`src/rtl/fxu_pkg.sv`:
```
// Shared widths, operand types and opcode constants for the FXU scheduler.
package fxu_pkg;

  localparam int TAG_W  = 6;
  localparam int DATA_W = 16;
  localparam int OP_W   = 4;
  localparam int PC_W   = 16;

  typedef logic [TAG_W-1:0]  tag_t;
  typedef logic [DATA_W-1:0] data_t;
  typedef logic [OP_W-1:0]   op_t;
  typedef logic [PC_W-1:0]   pc_t;

  localparam op_t OP_MOV = 4'd0;
  localparam op_t OP_ADD = 4'd1;
  localparam op_t OP_JEQ = 4'd6;

  // True when a pending operand is satisfied by the current result broadcast.
  function automatic logic operand_hit(input logic busy, input tag_t tag,
                                       input logic cdb_valid, input tag_t cdb_rs_num);
    return busy && cdb_valid && (tag == cdb_rs_num);
  endfunction

endpackage

```
`src/rtl/fxu_rs_entry.sv`:
```
// One reservation-station entry: holds an instruction and its two operands,
// captures operands from the result bus at dispatch (bypass) or while waiting
// (wakeup), and reports when it is ready to issue.
module fxu_rs_entry
  import fxu_pkg::*;
(
  input  logic  clk,
  input  logic  reset,
  input  logic  flush,
  input  logic  alloc,
  input  logic  free,
  input  op_t   d_op,
  input  pc_t   d_pc,
  input  logic  d_busy0,
  input  tag_t  d_tag0,
  input  data_t d_val0,
  input  logic  d_busy1,
  input  tag_t  d_tag1,
  input  data_t d_val1,
  input  logic  cdb_valid,
  input  tag_t  cdb_rs_num,
  input  data_t cdb_val,
  output logic  valid,
  output logic  ready,
  output op_t   op,
  output pc_t   pc,
  output data_t val0,
  output data_t val1
);

  logic  valid_reg;
  op_t   op_reg;
  pc_t   pc_reg;
  logic  busy0_reg;
  tag_t  tag0_reg;
  data_t val0_reg;
  logic  busy1_reg;
  tag_t  tag1_reg;
  data_t val1_reg;

  logic bypass0;
  logic bypass1;
  logic wake0;
  logic wake1;

  assign bypass0 = operand_hit(d_busy0, d_tag0, cdb_valid, cdb_rs_num);
  assign bypass1 = operand_hit(d_busy1, d_tag1, cdb_valid, cdb_rs_num);
  assign wake0   = valid_reg && operand_hit(busy0_reg, tag0_reg, cdb_valid, cdb_rs_num);
  assign wake1   = valid_reg && operand_hit(busy1_reg, tag1_reg, cdb_valid, cdb_rs_num);

  // Entry storage: flush wins, then allocation, otherwise issue-free and wakeup.
  always_ff @(posedge clk or posedge reset) begin
    if (reset) begin
      valid_reg <= 1'b0;
      op_reg    <= '0;
      pc_reg    <= '0;
      busy0_reg <= 1'b0;
      tag0_reg  <= '0;
      val0_reg  <= '0;
      busy1_reg <= 1'b0;
      tag1_reg  <= '0;
      val1_reg  <= '0;
    end else if (flush) begin
      valid_reg <= 1'b0;
    end else if (alloc) begin
      valid_reg <= 1'b1;
      op_reg    <= d_op;
      pc_reg    <= d_pc;
      busy0_reg <= d_busy0 && !bypass0;
      tag0_reg  <= d_tag0;
      val0_reg  <= bypass0 ? cdb_val : d_val0;
      busy1_reg <= d_busy1 && !bypass1;
      tag1_reg  <= d_tag1;
      val1_reg  <= bypass1 ? cdb_val : d_val1;
    end else begin
      if (free) begin
        valid_reg <= 1'b0;
      end
      if (wake0) begin
        busy0_reg <= 1'b0;
        val0_reg  <= cdb_val;
      end
      if (wake1) begin
        busy1_reg <= 1'b0;
        val1_reg  <= cdb_val;
      end
    end
  end

  // MOV only reads operand 0, so a pending operand 1 does not block it.
  assign ready = valid_reg && !busy0_reg && (!busy1_reg || (op_reg == OP_MOV));
  assign valid = valid_reg;
  assign op    = op_reg;
  assign pc    = pc_reg;
  assign val0  = val0_reg;
  assign val1  = val1_reg;

endmodule

```
`src/rtl/fxu_sched.sv`:
```
// FXU scheduler: allocates reservation-station entries, tracks their dispatch
// age, selects the oldest ready entry and issues it through registered x_*.
module fxu_sched
  import fxu_pkg::*;
#(
  parameter int N_ENTRIES = 4,
  parameter int RS_BASE   = 0
) (
  input  logic              clk,
  input  logic              reset,
  input  logic              flush,
  input  logic              d_valid,
  input  logic [OP_W-1:0]   d_op,
  input  logic [PC_W-1:0]   d_pc,
  input  logic              d_busy0,
  input  logic              d_busy1,
  input  logic [TAG_W-1:0]  d_tag0,
  input  logic [TAG_W-1:0]  d_tag1,
  input  logic [DATA_W-1:0] d_val0,
  input  logic [DATA_W-1:0] d_val1,
  output logic              full,
  output logic [TAG_W-1:0]  d_rs_num,
  input  logic              cdb_valid,
  input  logic [TAG_W-1:0]  cdb_rs_num,
  input  logic [DATA_W-1:0] cdb_val,
  input  logic              fxu_busy,
  output logic              x_valid,
  output logic [TAG_W-1:0]  x_rs_num,
  output logic [OP_W-1:0]   x_op,
  output logic [PC_W-1:0]   x_pc,
  output logic [DATA_W-1:0] x_val0,
  output logic [DATA_W-1:0] x_val1
);

  localparam int IDX_W = $clog2(N_ENTRIES);
  localparam int CNT_W = IDX_W + 1;

  logic [N_ENTRIES-1:0] valid_vec;
  logic [N_ENTRIES-1:0] ready_vec;
  op_t                  op_arr   [N_ENTRIES];
  pc_t                  pc_arr   [N_ENTRIES];
  data_t                val0_arr [N_ENTRIES];
  data_t                val1_arr [N_ENTRIES];

  // Age rank: 0 is the oldest valid entry; valid entries always hold distinct ranks.
  logic [IDX_W-1:0] rank_reg  [N_ENTRIES];
  logic [IDX_W-1:0] rank_next [N_ENTRIES];

  logic [IDX_W-1:0] alloc_idx;
  logic [IDX_W-1:0] sel_idx;
  logic [IDX_W-1:0] sel_rank;
  logic             sel_found;
  logic [CNT_W-1:0] valid_cnt;
  logic [CNT_W-1:0] new_rank;
  logic             dispatch_fire;
  logic             issue_fire;

  logic             x_valid_reg;
  tag_t             x_rs_num_reg;
  op_t              x_op_reg;
  pc_t              x_pc_reg;
  data_t            x_val0_reg;
  data_t            x_val1_reg;

  assign full          = &valid_vec;
  assign dispatch_fire = d_valid && !full && !flush;
  assign issue_fire    = sel_found && !fxu_busy && !flush;
  assign d_rs_num      = TAG_W'(RS_BASE) + TAG_W'(alloc_idx);

  // Lowest-index free entry (scan downward so the lowest one wins).
  always_comb begin
    alloc_idx = '0;
    for (int i = N_ENTRIES - 1; i >= 0; i--) begin
      if (!valid_vec[i]) begin
        alloc_idx = IDX_W'(i);
      end
    end
  end

  // Oldest ready entry by age rank, plus the current occupancy count.
  always_comb begin
    sel_found = 1'b0;
    sel_idx   = '0;
    sel_rank  = '0;
    valid_cnt = '0;
    for (int i = 0; i < N_ENTRIES; i++) begin
      valid_cnt = valid_cnt + CNT_W'(valid_vec[i]);
      if (ready_vec[i] && (!sel_found || (rank_reg[i] < sel_rank))) begin
        sel_found = 1'b1;
        sel_idx   = IDX_W'(i);
        sel_rank  = rank_reg[i];
      end
    end
  end

  // Rank update: younger entries close the gap left by an issue; a new entry
  // goes behind every entry that survives this edge.
  always_comb begin
    new_rank = valid_cnt - CNT_W'(issue_fire);
    for (int i = 0; i < N_ENTRIES; i++) begin
      rank_next[i] = rank_reg[i];
      if (issue_fire && valid_vec[i] && (rank_reg[i] > sel_rank)) begin
        rank_next[i] = rank_reg[i] - 1'b1;
      end
      if (dispatch_fire && (alloc_idx == IDX_W'(i))) begin
        rank_next[i] = IDX_W'(new_rank);
      end
    end
  end

  generate
    for (genvar gi = 0; gi < N_ENTRIES; gi++) begin : g_entry
      fxu_rs_entry u_entry (
        .clk        (clk),
        .reset      (reset),
        .flush      (flush),
        .alloc      (dispatch_fire && (alloc_idx == IDX_W'(gi))),
        .free       (issue_fire && (sel_idx == IDX_W'(gi))),
        .d_op       (d_op),
        .d_pc       (d_pc),
        .d_busy0    (d_busy0),
        .d_tag0     (d_tag0),
        .d_val0     (d_val0),
        .d_busy1    (d_busy1),
        .d_tag1     (d_tag1),
        .d_val1     (d_val1),
        .cdb_valid  (cdb_valid),
        .cdb_rs_num (cdb_rs_num),
        .cdb_val    (cdb_val),
        .valid      (valid_vec[gi]),
        .ready      (ready_vec[gi]),
        .op         (op_arr[gi]),
        .pc         (pc_arr[gi]),
        .val0       (val0_arr[gi]),
        .val1       (val1_arr[gi])
      );

      // Per-entry age rank register.
      always_ff @(posedge clk or posedge reset) begin
        if (reset) begin
          rank_reg[gi] <= '0;
        end else begin
          rank_reg[gi] <= rank_next[gi];
        end
      end
    end
  endgenerate

  // Issue register: loads the selected entry, pulses x_valid for one cycle.
  always_ff @(posedge clk or posedge reset) begin
    if (reset) begin
      x_valid_reg  <= 1'b0;
      x_rs_num_reg <= '0;
      x_op_reg     <= '0;
      x_pc_reg     <= '0;
      x_val0_reg   <= '0;
      x_val1_reg   <= '0;
    end else if (issue_fire) begin
      x_valid_reg  <= 1'b1;
      x_rs_num_reg <= TAG_W'(RS_BASE) + TAG_W'(sel_idx);
      x_op_reg     <= op_arr[sel_idx];
      x_pc_reg     <= pc_arr[sel_idx];
      x_val0_reg   <= val0_arr[sel_idx];
      x_val1_reg   <= val1_arr[sel_idx];
    end else begin
      x_valid_reg  <= 1'b0;
    end
  end

  assign x_valid  = x_valid_reg;
  assign x_rs_num = x_rs_num_reg;
  assign x_op     = x_op_reg;
  assign x_pc     = x_pc_reg;
  assign x_val0   = x_val0_reg;
  assign x_val1   = x_val1_reg;

endmodule

```
`config.mk`:
```
export PLATFORM = sky130hd
export DESIGN_NAME = fxu_sched
export DESIGN_NICKNAME = d
export VERILOG_FILES = /design/src/rtl/fxu_pkg.sv /design/src/rtl/fxu_rs_entry.sv /design/src/rtl/fxu_sched.sv
export SDC_FILE = /design/constraint.sdc
export NUM_CORES = 1
export LEC_CHECK = 0
export BUFFER_PORTS_ARGS = -buffer_cell sky130_fd_sc_hd__buf_2
export CAP_MARGIN = 0
export CORE_AREA = 10 10 203 205
export CTS_BUF_LIST = sky130_fd_sc_hd__clkbuf_8
export DETAILED_ROUTE_END_ITERATION = 8
export DIE_AREA = 0 0 213 215
export MAX_ROUTING_LAYER = met4
export PLACE_DENSITY = 0.88
export SETUP_SLACK_MARGIN = 0.05
export SLEW_MARGIN = 5
export SYNTH_ARGS = -nofsm -noshare
export SYNTH_HDL_FRONTEND = slang
export SYNTH_HIERARCHICAL = 1
export SYNTH_SLANG_ARGS = --single-unit
export TNS_END_PERCENT = 100
```
`constraint.sdc`:
```
create_clock -name clk -period 3.9 [get_ports clk]
set_input_delay 0.39 -clock clk [delete_from_list [all_inputs] [get_ports clk]]
set_output_delay 0.39 -clock clk [all_outputs]
set_load 0.02 [all_outputs]
```
* After elaboration in Yosys (flattened, before gate mapping)
Cells that the tools add are included.
** Word-level totals
- Latch bits :: 0
- Bits in registers :: 331
- Memories kept :: 0
- Input port bits :: 94
- Output and inout port bits :: 66
- ROM bits :: 0
- Memory bits (writable) :: 0
- Word-level logic and storage cells :: 281
** Cells by class
- Div/mod/pow operators :: 0
- Magnitude comparators :: 8
- Bitwise operators :: 2
- Reduce and logical (&&, ||, !) cells :: 119
- $add $sub $neg :: 8
- Shifts and indexed selects :: 0
- $mul :: 0
- Muxes and demuxes :: 82
- Equality and inequality tests :: 16
** Operators by type and width (number)
- 16-bit 2-to-1 mux :: 24
- 16-bit binary-select mux with 2-bit select :: 3
- 1-bit logical AND :: 61
- 6-bit equality test :: 10
- 2-bit 2-to-1 mux :: 18
- 1-bit 2-to-1 mux :: 34
- 2-bit AND reduction :: 12
- 2-bit nonzero test :: 12
- 1-bit zero test :: 16
- 4-bit zero test :: 4
- 3-bit nonzero test :: 4
- 4-bit binary-select mux with 2-bit select :: 1
- 2-bit equality test (second input constant) :: 4
- 2-bit > comparator :: 4
- 4-bit 2-to-1 mux :: 2
- 2-bit by 1-bit subtractor with 2-bit output (second input constant) :: 4
- 1-bit logical OR :: 7
- 2-bit < comparator :: 3
- 2-bit by 1-bit adder with 2-bit output :: 2
- 2-bit by 1-bit equality test with 1-bit output (second input constant) :: 2
- 2-bit zero test :: 2
- 4-bit AND reduction :: 1
- 3-bit greater-or-equal comparator (second input constant) :: 1
- 2-bit inverter with 3-bit output :: 1
- 3 further kinds :: 3

* Depth between registers and ports, before layout
- Depth after elaboration :: 22
- Mapped depth :: 22

* Hierarchy
Netlist, hierarchy kept.
** Modules (own cells, without submodules)
- fxu_rs_entry :: sequential area each 1676.6 um^2, instances 4, area each 4032.6 um^2, cells each 363
- fxu_sched :: sequential area each 1576.5 um^2, instances 1, area each 4803.4 um^2, cells each 546

* Least setup slack after synthesis
Ideal clock, no wire load.
- Kind :: register to register
- From :: register g_entry[0].u_entry.op_reg[0]
- To :: register rank_reg[1] (netlist name)
- Setup time :: 0.083 ns
- Path buffers :: 3
- Arrival time :: 4.132 ns
- Clock period less this slack :: 4.215 ns
- Cell stages (with the launch flop) :: 23
- Path slack :: -0.315 ns
- Cells stage by stage :: dfrtp_1 o41ai_1 and3_1 buf_6 nand2_1 ha_1 and2_4 a22o_1 a22oi_4 a21oi_2 a2111o_1 nand2_1 buf_4 buf_6 nor2_1 a21oi_1 ha_1 nor2_1 a211o_1 nand4_1 o21ai_0 a211o_1 o21ai_0
** On the way
- Cells in the longest elaborated chain, start to end :: 21
- Elaborated cells between the ends (all ways) :: 31
- Those cells by class :: add/sub: 1; order compare: 4; mux: 9; reduce/logical: 17
** Ends and longest elaborated chain
- start: declaration :: line fxu_rs_entry.sv:32 : op_t op_reg;
- start signal: assignment :: line fxu_rs_entry.sv:67 : op_reg <= d_op;
- 4-bit zero test (*) :: line fxu_rs_entry.sv:91 : assign ready = valid_reg && !busy0_reg && (!busy1_reg || (op_reg == OP_MOV));
- 1-bit logical OR (*) :: line fxu_rs_entry.sv:91
- 1-bit logical AND (*) :: line fxu_rs_entry.sv:91
- net ready_vec[0] :: line fxu_sched.sv:39 : logic [N_ENTRIES-1:0] ready_vec;
- parallel branches: the longest is 18 deep, another holds 2-bit < comparator
- end signal: indexed assignment :: line fxu_sched.sv:143 : rank_reg[gi] <= rank_next[gi];
- end: declaration :: line fxu_sched.sv:46 : logic [IDX_W-1:0] rank_reg [N_ENTRIES];
Mark *: on every way through the listed nets, which the timed path passes.
A chain may end at the register's enable or synchronous reset.

* Final worst setup path
- From :: register g_entry[0].u_entry.op_reg[3]
- To :: register rank_reg[4] (netlist name)
The elaborated chain is that of the path after synthesis.

==> results.toml <==
[timing]
finalCriticalPeriod_ns = 4.024
tightest_slew_ns = 1.266
rsz0062_at_grt = "true"
finalCritPeriodShare = 1.032
worst_slack_ns = -0.1241
slew_violations = 0
hold_viol = 0
final-setup-viol-count = 11
clock_skew_ns = 0.05246
maxSlewHeadroom = 0.1532
max_freq_mhz = 248.5

[logic_synthesis]
netlist_area_mm2 = 0.02093
synth_edf_count = 0
postSynthAreaPerCell_um2 = 10.48
yosysWarningCount = 6
yosysTopAreaCell = "dfrtp_1"
synth.area.top_cells = "dfrtp_1 40%, mux2_2 6.9%, nor4b_1 5.4%"
netlist.area_leader.share = 0.3957
async_reset_ff_frac = 1.000
ys_seq_area_frac = 0.3957
synth-seq-cells = 331
yosys-top-cells-count = "331 x dfrtp_1, 163 x a21oi_1, 134 x a211oi_1"
syn_inst = 1998
synthDistinctLibCells = 60
synth-main-ff-cell = "dfrtp_1"
yosysMostFrequentCell = "dfrtp_1"

[setup_path]
cp.required_ns = 4.42
cpPeakStageDelay_ns = 0.42
crit_path_end_kind = "register"
path_max_fanout = 3
critPathBufInv = 3
slowest_stage = "a2111o_1"
crit_type = "reg2reg"
cp-start-kind = "register"
crit_family = "compound AO/OA/AOI/OAI gates"
path_cells = "o41ai_2 > and3_4 > nand2_4 > ha_4 > nand2b_4 > o211ai_1 > buf_4 > nand2_1 > a22o_1 > a2111o_1 > nand2_2 > buf_6 > a21oi_4 > buf_6 > ha_4 > nor2_4 > maj3_1 > nand2_1 > xnor2_1 > a21oi_1"
arrival_ns = 4.55

[detailed_routing]
wl_met2_um = 34770
top_layer = "met4"
postRouteWirelength_um = 75600
avgViaCountPerCell = 7.411
dr.pass1.iters = 6
vias = 19510
drtIter0Drc = 3410
met1_length_um = 26200
post_drt_wl_per_cell_um = 28.71
ant_nets = 0
routed-wl-met3_um = 10360
drc = 0

[global_route]
grt_pass1_vias = 19110
grt_pass1_wl_um = 113300
grt_max_degree = 63
grt_antenna_before_repair = 10
gr-usage-all-layers = 0.3221
overflow = 0

[floorplanning]
initial_utilization = 0.5624
fp.dieW_um = 213
dieArea_mm2 = 0.04580
fp.dieH_um = 215
num_io_pins = 160
fp-row-count = 71
coreArea_mm2 = 0.03722

[min_path]
hold_class = "in2reg"

[power]
powerDensity_mw_per_mm2 = 456.4
switchingPower_mw = 3.753
power_frac_seq = 0.434
internal-power_mw = 6.876
max-vdd-ir-drop_uv = 278.6
p_leak_nw = 9.635
swShare = 0.3531
pwr-share-comb = 0.263
pwr-share-clk = 0.303

[clocking]
clock_path_buffers = 3
cts.root.buffer_cell = "clkbuf_8"
numCtsBuffers = 54
clock_sinks = 331
cts_tree = "yes"
clock_latency_ns = 0.65
h-tree-depth = 2
clkTransAtPathRegs_ns = 0.07

[placed_design]
dp_cells = 2500
gp_congestion = 0.9760
portBuffers = 151
placed_area_mm2 = 0.02171
hpwl_um = 49680

[cells_and_area]
fillCellCount = 2741
drive_gt1_frac = 0.3027
layout.nets = 2211
stdcell_count = 2633
synthToLayoutAreaGrowth_pct = 11.27
postLayoutCellArea_mm2 = 0.02329

[run_status]
outcome = "complete, but fails checks"
violations = "negative setup slack"

[flow_run]
cap_violations = 0
[power groups by stage]
stage | clock network (mW) | registers [mW] | logic [mW]
final | 3.22 | 4.62 | 2.80
after global routing | 3.38 | 4.66 | 2.98
after detailed placement | 0 | 4.63 | 2.66
after global placement | 0 | 4.60 | 2.55
after CTS | 3.21 | 4.58 | 2.71
after floorplan | 0 | 4.81 | 1.46
[cell type report]
cell class	instances	area, um2	area share
repair buffers	244	1598	0.06860
inverters	32	120.1	0.005157
clock buffers	69	949.7	0.04077
flip-flops and latches	331	8283	0.3556
clock inverters	27	195.2	0.008380
diodes	12	30.03	0.001289
multi-input cells	1444	11520	0.4947
well taps	474	593.1	0.02546
[routing by layer]
| metal | track usage | vias to the layer above |
|---|---|---|
| met2 | 0.4944 | 1751 |
| met3 | 0.09387 | 427 |
| met4 | 0.1538 | 0 |
| met1 | 0.3822 | 9392 |
| met5 | - | - |
| li1 | - | 7942 |
[worst reg2reg max path: stages, from the launching register on]
cell and delay (ns):
dfrtp_1 0.41, o41ai_2 0.39, and3_4 0.27, nand2_4 0.05, ha_4 0.18, nand2b_4 0.14, o211ai_1 0.18, buf_4 0.17
nand2_1 0.08, a22o_1 0.23, a2111o_1 0.42, nand2_2 0.13, buf_6 0.12, a21oi_4 0.06, buf_6 0.14, ha_4 0.27
nor2_4 0.04, maj3_1 0.35, nand2_1 0.08, xnor2_1 0.12, a21oi_1 0.09
[stage by stage]
stage	hold slack (ns)	TNS (ns)	util	total power, mW	setup slack, ns
after floorplan	0.4564	-0.06809	-	6.267	-0.04570
after global placement	0.4694	0	0.5832	7.150	0.03010
after detailed placement	0.4743	-1.647	0.5832	7.294	-0.1911
after CTS	0.004291	-0.07953	0.6188	10.51	-0.04309
after global routing	0.03068	-4.305	0.6256	11.03	-0.2600
final	0.04375	-0.7294	0.6258	10.63	-0.1241
[logic make-up after synthesis]
family | Yosys count | share of synthesized area
AND/OR/NAND/NOR | 397 | 0.1343
other | 1 | 0.0001791
buffers and inverters | 230 | 0.06700
adder cells (fa/ha/maj) | 13 | 0.007830
AO/OA/AOI/OAI | 763 | 0.2676
XOR/XNOR | 101 | 0.04226
flip-flops | 331 | 0.3957
multiplexers | 162 | 0.08511
[path summary, 6_finish.rpt]
check,from,end,slack (ns),cells past startpoint
setup / recovery,g_entry[0].u_entry/op[3]$_DFFE_PP0P_,rank_reg[4]$_DFFE_PP0P_,-0.12,20
hold / removal,d_pc[0],g_entry[3].u_entry/pc[0]$_DFFE_PP0P_,0.04,2
setup reg to reg,g_entry[0].u_entry/op[3]$_DFFE_PP0P_,rank_reg[4]$_DFFE_PP0P_,-0.12,20
hold reg to reg,g_entry[0].u_entry/pc[2]$_DFFE_PP0P_,x_pc[2]$_DFFE_PP0P_,0.48,2
max in group asynchronous,reset,g_entry[2].u_entry/val1[2]$_DFFE_PP0P_,2.19,4
min in group asynchronous,reset,g_entry[0].u_entry/pc[1]$_DFFE_PP0P_,0.36,3
[placed cells by master, fill, tap and decap left out, types with 80 or more instances in the layout]
cell      netlist  routed
xor2_1         97      97
dfrtp_1       331     331
a211oi_1      134     134
o211ai_1       82      82
nor4b_1       128     128
mux2_2        128     128
o211ai_2       80      80
a21oi_1       163     162
a31oi_1       130     130
buf_2          50     151
[timing repair]
| item | in CTS | in global routing |
|---|---|---|
| hold endpoints to repair | 49 | 0 |
| cloned | 0 | 3 |
| hold buffers | 1 | 0 |
| pin swaps | 22 | 15 |
| resized for setup | 18 | 12 |
| buffers inserted | 10 | 11 |
| setup endpoints to repair | 54 | 62 |
Power figures use the tool's default switching activity.
